--- src/rtl/dm_sba_arbiter.sv ---
// Round-robin arbiter sharing one system-bus master between debug requesters.
// Optional response timeout with Drain recovery: define DM_SBA_ARB_TIMEOUT_EN.
module dm_sba_arbiter #(
  parameter int unsigned BusWidth      = 32,
  parameter int unsigned NumReq        = 2,
  parameter int unsigned TimeoutCycles = 1024
) (
  input  logic                                   clk_i,
  input  logic                                   rst_ni,
  input  logic                                   dmactive_i,
  input  logic [NumReq-1:0]                      req_i,
  input  logic [NumReq-1:0][BusWidth-1:0]        add_i,
  input  logic [NumReq-1:0]                      we_i,
  input  logic [NumReq-1:0][BusWidth-1:0]        wdata_i,
  input  logic [NumReq-1:0][BusWidth/8-1:0]      be_i,
  output logic [NumReq-1:0]                      gnt_o,
  output logic [NumReq-1:0]                      r_valid_o,
  output logic [NumReq-1:0]                      r_err_o,
  output logic [BusWidth-1:0]                    r_rdata_o,
  output logic                                   master_req_o,
  output logic [BusWidth-1:0]                    master_add_o,
  output logic                                   master_we_o,
  output logic [BusWidth-1:0]                    master_wdata_o,
  output logic [BusWidth/8-1:0]                  master_be_o,
  input  logic                                   master_gnt_i,
  input  logic                                   master_r_valid_i,
  input  logic [BusWidth-1:0]                    master_r_rdata_i
);

  localparam int unsigned IdxW = (NumReq > 1) ? $clog2(NumReq) : 1;

  localparam logic [1:0] Idle  = 2'd0;
  localparam logic [1:0] Req   = 2'd1;
  localparam logic [1:0] Wait  = 2'd2;
`ifdef DM_SBA_ARB_TIMEOUT_EN
  localparam logic [1:0] Drain = 2'd3;
  localparam int unsigned CntW = $clog2(TimeoutCycles + 1);
`endif

  logic [1:0]      state_q, state_d;
  logic [IdxW-1:0] rr_q, rr_d;
  logic [IdxW-1:0] win_q, win_d;
  logic [IdxW-1:0] win_nxt;
  logic [IdxW-1:0] pick;
  logic [IdxW-1:0] sel;
  logic            any_req;

  // Cyclic scan upward from rr_q; the wrap is done without overflow bits.
  always_comb begin
    logic [IdxW-1:0] idx;
    pick    = '0;
    any_req = 1'b0;
    idx     = '0;
    for (int unsigned i = 0; i < NumReq; i++) begin
      if (rr_q >= IdxW'(NumReq - i)) begin
        idx = rr_q - IdxW'(NumReq - i);
      end else begin
        idx = rr_q + IdxW'(i);
      end
      if (!any_req && req_i[idx]) begin
        any_req = 1'b1;
        pick    = idx;
      end
    end
  end

  assign win_nxt = (win_q == IdxW'(NumReq - 1)) ? '0 : win_q + 1'b1;

  // Idle presents requester 0 so the bus side never sees X-ish churn.
  assign sel            = (state_q == Idle) ? '0 : win_q;
  assign master_add_o   = add_i[sel];
  assign master_we_o    = we_i[sel];
  assign master_wdata_o = wdata_i[sel];
  assign master_be_o    = be_i[sel];

`ifdef DM_SBA_ARB_TIMEOUT_EN
  logic [CntW-1:0] cnt_q;
  logic            tmo;

  assign tmo = (state_q == Wait) && !master_r_valid_i &&
               (cnt_q == CntW'(TimeoutCycles - 1));

  always_ff @(posedge clk_i or negedge rst_ni) begin
    if (!rst_ni) begin
      cnt_q <= '0;
    end else if (state_q == Wait) begin
      cnt_q <= cnt_q + 1'b1;
    end else begin
      cnt_q <= '0;
    end
  end

  assign r_rdata_o = tmo ? '0 : master_r_rdata_i;
`else
  assign r_rdata_o = master_r_rdata_i;
  assign r_err_o   = '0;
`endif

  always_comb begin
    state_d      = state_q;
    rr_d         = rr_q;
    win_d        = win_q;
    gnt_o        = '0;
    r_valid_o    = '0;
    master_req_o = 1'b0;
`ifdef DM_SBA_ARB_TIMEOUT_EN
    r_err_o      = '0;
`endif
    unique case (state_q)
      Idle: begin
        if (dmactive_i && any_req) begin
          win_d   = pick;
          state_d = Req;
        end
      end
      Req: begin
        master_req_o = req_i[win_q] & dmactive_i;
        gnt_o[win_q] = master_req_o & master_gnt_i;
        if (!master_req_o) begin
          state_d = Idle;
        end else if (master_gnt_i) begin
          state_d = Wait;
        end
      end
      Wait: begin
        r_valid_o[win_q] = master_r_valid_i & dmactive_i;
        if (master_r_valid_i) begin
          state_d = Idle;
          rr_d    = win_nxt;
        end
`ifdef DM_SBA_ARB_TIMEOUT_EN
        else if (tmo) begin
          r_valid_o[win_q] = dmactive_i;
          r_err_o[win_q]   = dmactive_i;
          state_d          = Drain;
        end
`endif
      end
`ifdef DM_SBA_ARB_TIMEOUT_EN
      Drain: begin
        if (master_r_valid_i) begin
          state_d = Idle;
          rr_d    = win_nxt;
        end
      end
`endif
      default: state_d = Idle;
    endcase
  end

  always_ff @(posedge clk_i or negedge rst_ni) begin
    if (!rst_ni) begin
      state_q <= Idle;
      rr_q    <= '0;
      win_q   <= '0;
    end else begin
      state_q <= state_d;
      rr_q    <= rr_d;
      win_q   <= win_d;
    end
  end

endmodule

--- config.mk ---
export PLATFORM = sky130hd
export DESIGN_NAME = dm_sba_arbiter
export DESIGN_NICKNAME = d
export VERILOG_FILES = /design/src/rtl/dm_sba_arbiter.sv
export SDC_FILE = /design/constraint.sdc
export NUM_CORES = 1
export LEC_CHECK = 0
export ABC_AREA = 1
export ABC_CLOCK_PERIOD_IN_PS = 1400
export CAP_MARGIN = 20
export CORE_AREA = 2 2 112 114
export CTS_CLUSTER_DIAMETER = 200
export CTS_CLUSTER_SIZE = 24
export DETAILED_ROUTE_END_ITERATION = 6
export DIE_AREA = 0 0 114 116
export GPL_TIMING_DRIVEN = 0
export SLEW_MARGIN = 5
export SYNTH_ARGS = -nofsm -noshare
export SYNTH_HDL_FRONTEND = slang
export SYNTH_SLANG_ARGS = --single-unit
--- constraint.sdc ---
create_clock -name clk_i -period 1.4 [get_ports clk_i]
set_input_delay 0.28 -clock clk_i [delete_from_list [all_inputs] [get_ports clk_i]]
set_output_delay 0.28 -clock clk_i [all_outputs]
set_load 0.005 [all_outputs]
==> impl_metrics.json <==
{
  "r2r-start": "state_q[1]",
  "ys.flop_type": "dfrtp_1",
  "synth.area.top_cells": "o21ai_2, nand2_1, inv_1",
  "fin_util_pct": 42.5,
  "cap_violations": 0,
  "critPathSlowestCell": "dfrtp_2",
  "synth_edf_count": 0,
  "initial_core_util_pct": 14.9,
  "gp_congestion": 0.791,
  "clock_latency_ns": 0.22,
  "ant_nets": 0,
  "antenna_cells": 0,
  "fmax_mhz": 534,
  "wirelength_mm": 9.71,
  "hold_buffers": 0,
  "synth_area_sq_um": 1780,
  "critPathKind": "flop to primary output",
  "fin_crit_ns": 1.87,
  "crit_top_cell": "buf_8",
  "yosys-top-cells-count": "nand2_1, inv_1, o21ai_2, buf_4, buf_6",
  "synth.top_cell.area_share_pct": 30.0,
  "clock_sinks": 4,
  "fillers": 1242,
  "viasPerCell": 3.90,
  "cts_root_buffer": "clkbuf_16",
  "num_rows": 40,
  "drt_iter0_markers": 34,
  "worstPathRequired_ns": 1.12,
  "area_growth_pct": 185,
  "violations": "negative setup slack",
  "track_usage_pct": 12.9,
  "holdWs_ns": 0.261,
  "synth_cell_type_count": 13,
  "synth_warnings": 0,
  "instances_no_fill": 742,
  "clockBufferDepth": 2,
  "critPathMaxFanout": 5,
  "grt_pass1_vias": 2857,
  "dpl.hpwl_mm": 7.60,
  "wl_per_cell_um": 13.1,
  "cts_tree": "yes",
  "cp.arrival_ns": 1.59,
  "synth_most_common_cell": "nand2_1",
  "synth_seq_cells": 4,
  "die_h_um": 116,
  "overflow": 0,
  "leakagePower_nw": 2.60,
  "fin_area_sq_um": 5060,
  "synth-seq-area-share_pct": 5.63,
  "drcViolationCount": 0,
  "worst_r2r_endpoint": "win_q",
  "first_pass_iters": 4,
  "hold_viol_final": 0,
  "die_x_um": 114,
  "layout.nets": 774,
  "endpoint_kind": "primary output",
  "vias": 2893,
  "powerDensity_nw_per_um2": 575,
  "dpl_worst_slack_ns": -0.617,
  "setup_violations": 74,
  "grt_max_degree": 11,
  "ios": 285,
  "clock_skew_ns": 0.00157,
  "clk_pin_slew_ns": 0.03,
  "period_share_pct": 134,
  "hp-class": "input pin to asynchronous set/reset pin",
  "r2r_cells": 8,
  "post-place-cells": 701,
  "layout-drive-gt1-share_pct": 45.2,
  "antenna_found_initial": 0,
  "core_area_sq_um": 11900,
  "fin_ws_ns": -0.474,
  "crit_start": "state_q[1]",
  "maxSlewViolCount": 0,
  "reg2reg_slack_ns": 0.04,
  "vdd_drop_max_uv": 621,
  "synth_cells": 303,
  "startpoint_type": "flop",
  "critPathTopFamily": "buffers and inverters",
  "status": "complete, but fails checks",
  "avgSynthCellArea_sq_um": 5.87,
  "max_stage_delay_ns": 0.42,
  "rsz0062_at_grt": "yes",
  "cp_num_buf_inv": 6,
  "numCtsBuffers": 3,
  "ctsHtreeMaxLevel": 1,
  "synth_area_leader_cell": "o21ai_2",
  "synth_async_sr_flop_share_pct": 100,
  "placed_area_sq_um": 4470,
  "port_buffers": 250,
  "die-area_sq_um": 13200,
  "grt_pass1_wl_mm": 13.8,
  "cp_cell_sequence": "o21ai_4 -> buf_8 -> buf_12 -> buf_8 -> buf_8 -> buf_6 -> nand2_2 -> o21ai_2 -> buf_2"
}
[repair_timing]
action,in CTS,in global routing
pin swaps,7,7
setup buffers,40,4
gates cloned,5,1
endpoints found under the setup margin,74,75
resized for setup,367,47
[registers in the layout (all words and copies together) (netlist names)]
name and count:
rr_q 1, state_q 2, win_q 1
[through the flow]
| stage | power [mW] | TNS [ns] |
|---|---|---|
| after floorplan | 0.937 | 0 |
| after global placement | 2.11 | -36.85 |
| after detailed placement | 2.13 | -37.74 |
| after CTS | 2.85 | -31.07 |
| after global routing | 3.11 | -34.14 |
| final | 2.91 | -28.25 |
[cells in the final DEF (no fill, tap or decap), types with 3 or more instances in the layout]
master           synthesis  layout
nor2_1                   9       6
dlygate4sd2_1            0       6
o21ai_1                  1       5
o21ai_2                 61      62
nand2_1                 84      45
buf_8                    0       8
nand2_2                  0      18
buf_2                    0      64
clkbuf_16                0       4
inv_2                    0       3
buf_4                   35      45
nor2_4                   0       3
clkdlybuf4s50_1          0     176
nand2_4                  0      21
buf_12                   0      11
o21ai_4                  0       3
nand3_1                  5       4
inv_1                   79      76
buf_6                   13      20
[worst max-delay path by stage]
stage,to,cells after the start
after floorplan,master_add_o[0],5
after global placement,gnt_o[0],6
after detailed placement,gnt_o[0],6
after CTS,master_wdata_o[20],9
after global routing,master_wdata_o[16],9
final,master_wdata_o[16],9
[per-layer routing]
metal	routed length, um	vias up	GRT usage, %
met2	5370	150	26.9
met4	50	0	1.22
li1	-	1445	-
met3	822	6	2.56
met5	0	-	0
met1	3470	1292	13.6
[area by class of cell]
cell class | count | area, sq um | share of cell area (%)
Timing Repair Buffer | 294 | 2790 | 55.0
Tap cell | 147 | 184 | 3.63
Inverter | 79 | 297 | 5.85
Buffer | 43 | 383 | 7.56
Multi-Input combinational cell | 172 | 1240 | 24.5
Sequential cell | 4 | 103 | 2.03
Clock buffer | 3 | 75.1 | 1.48
[report_power, final]
part / internal (mW) / total, mW / leakage, nW / switching (mW)
Combinational: 1.39 / 2.31 / 2.52 / 0.920
Clock: 0.365 / 0.444 / 0.0370 / 0.0791
Sequential: 0.145 / 0.162 / 0.0482 / 0.0166
Total: 1.90 / 2.91 / 2.60 / 1.02
[cell families (layout without fill, tap and decap cells)]
| logic type | after synthesis | count (layout) | share of synthesized area [%] |
|---|---|---|---|
| compound gates | 72 | 72 | 33.1 |
| other cells | 1 | 2 | 0.211 |
| buf+inv | 128 | 419 | 40.0 |
| flops | 4 | 4 | 5.63 |
| simple gates | 98 | 98 | 21.0 |
Note: power is estimated with default switching activity, not from simulation.
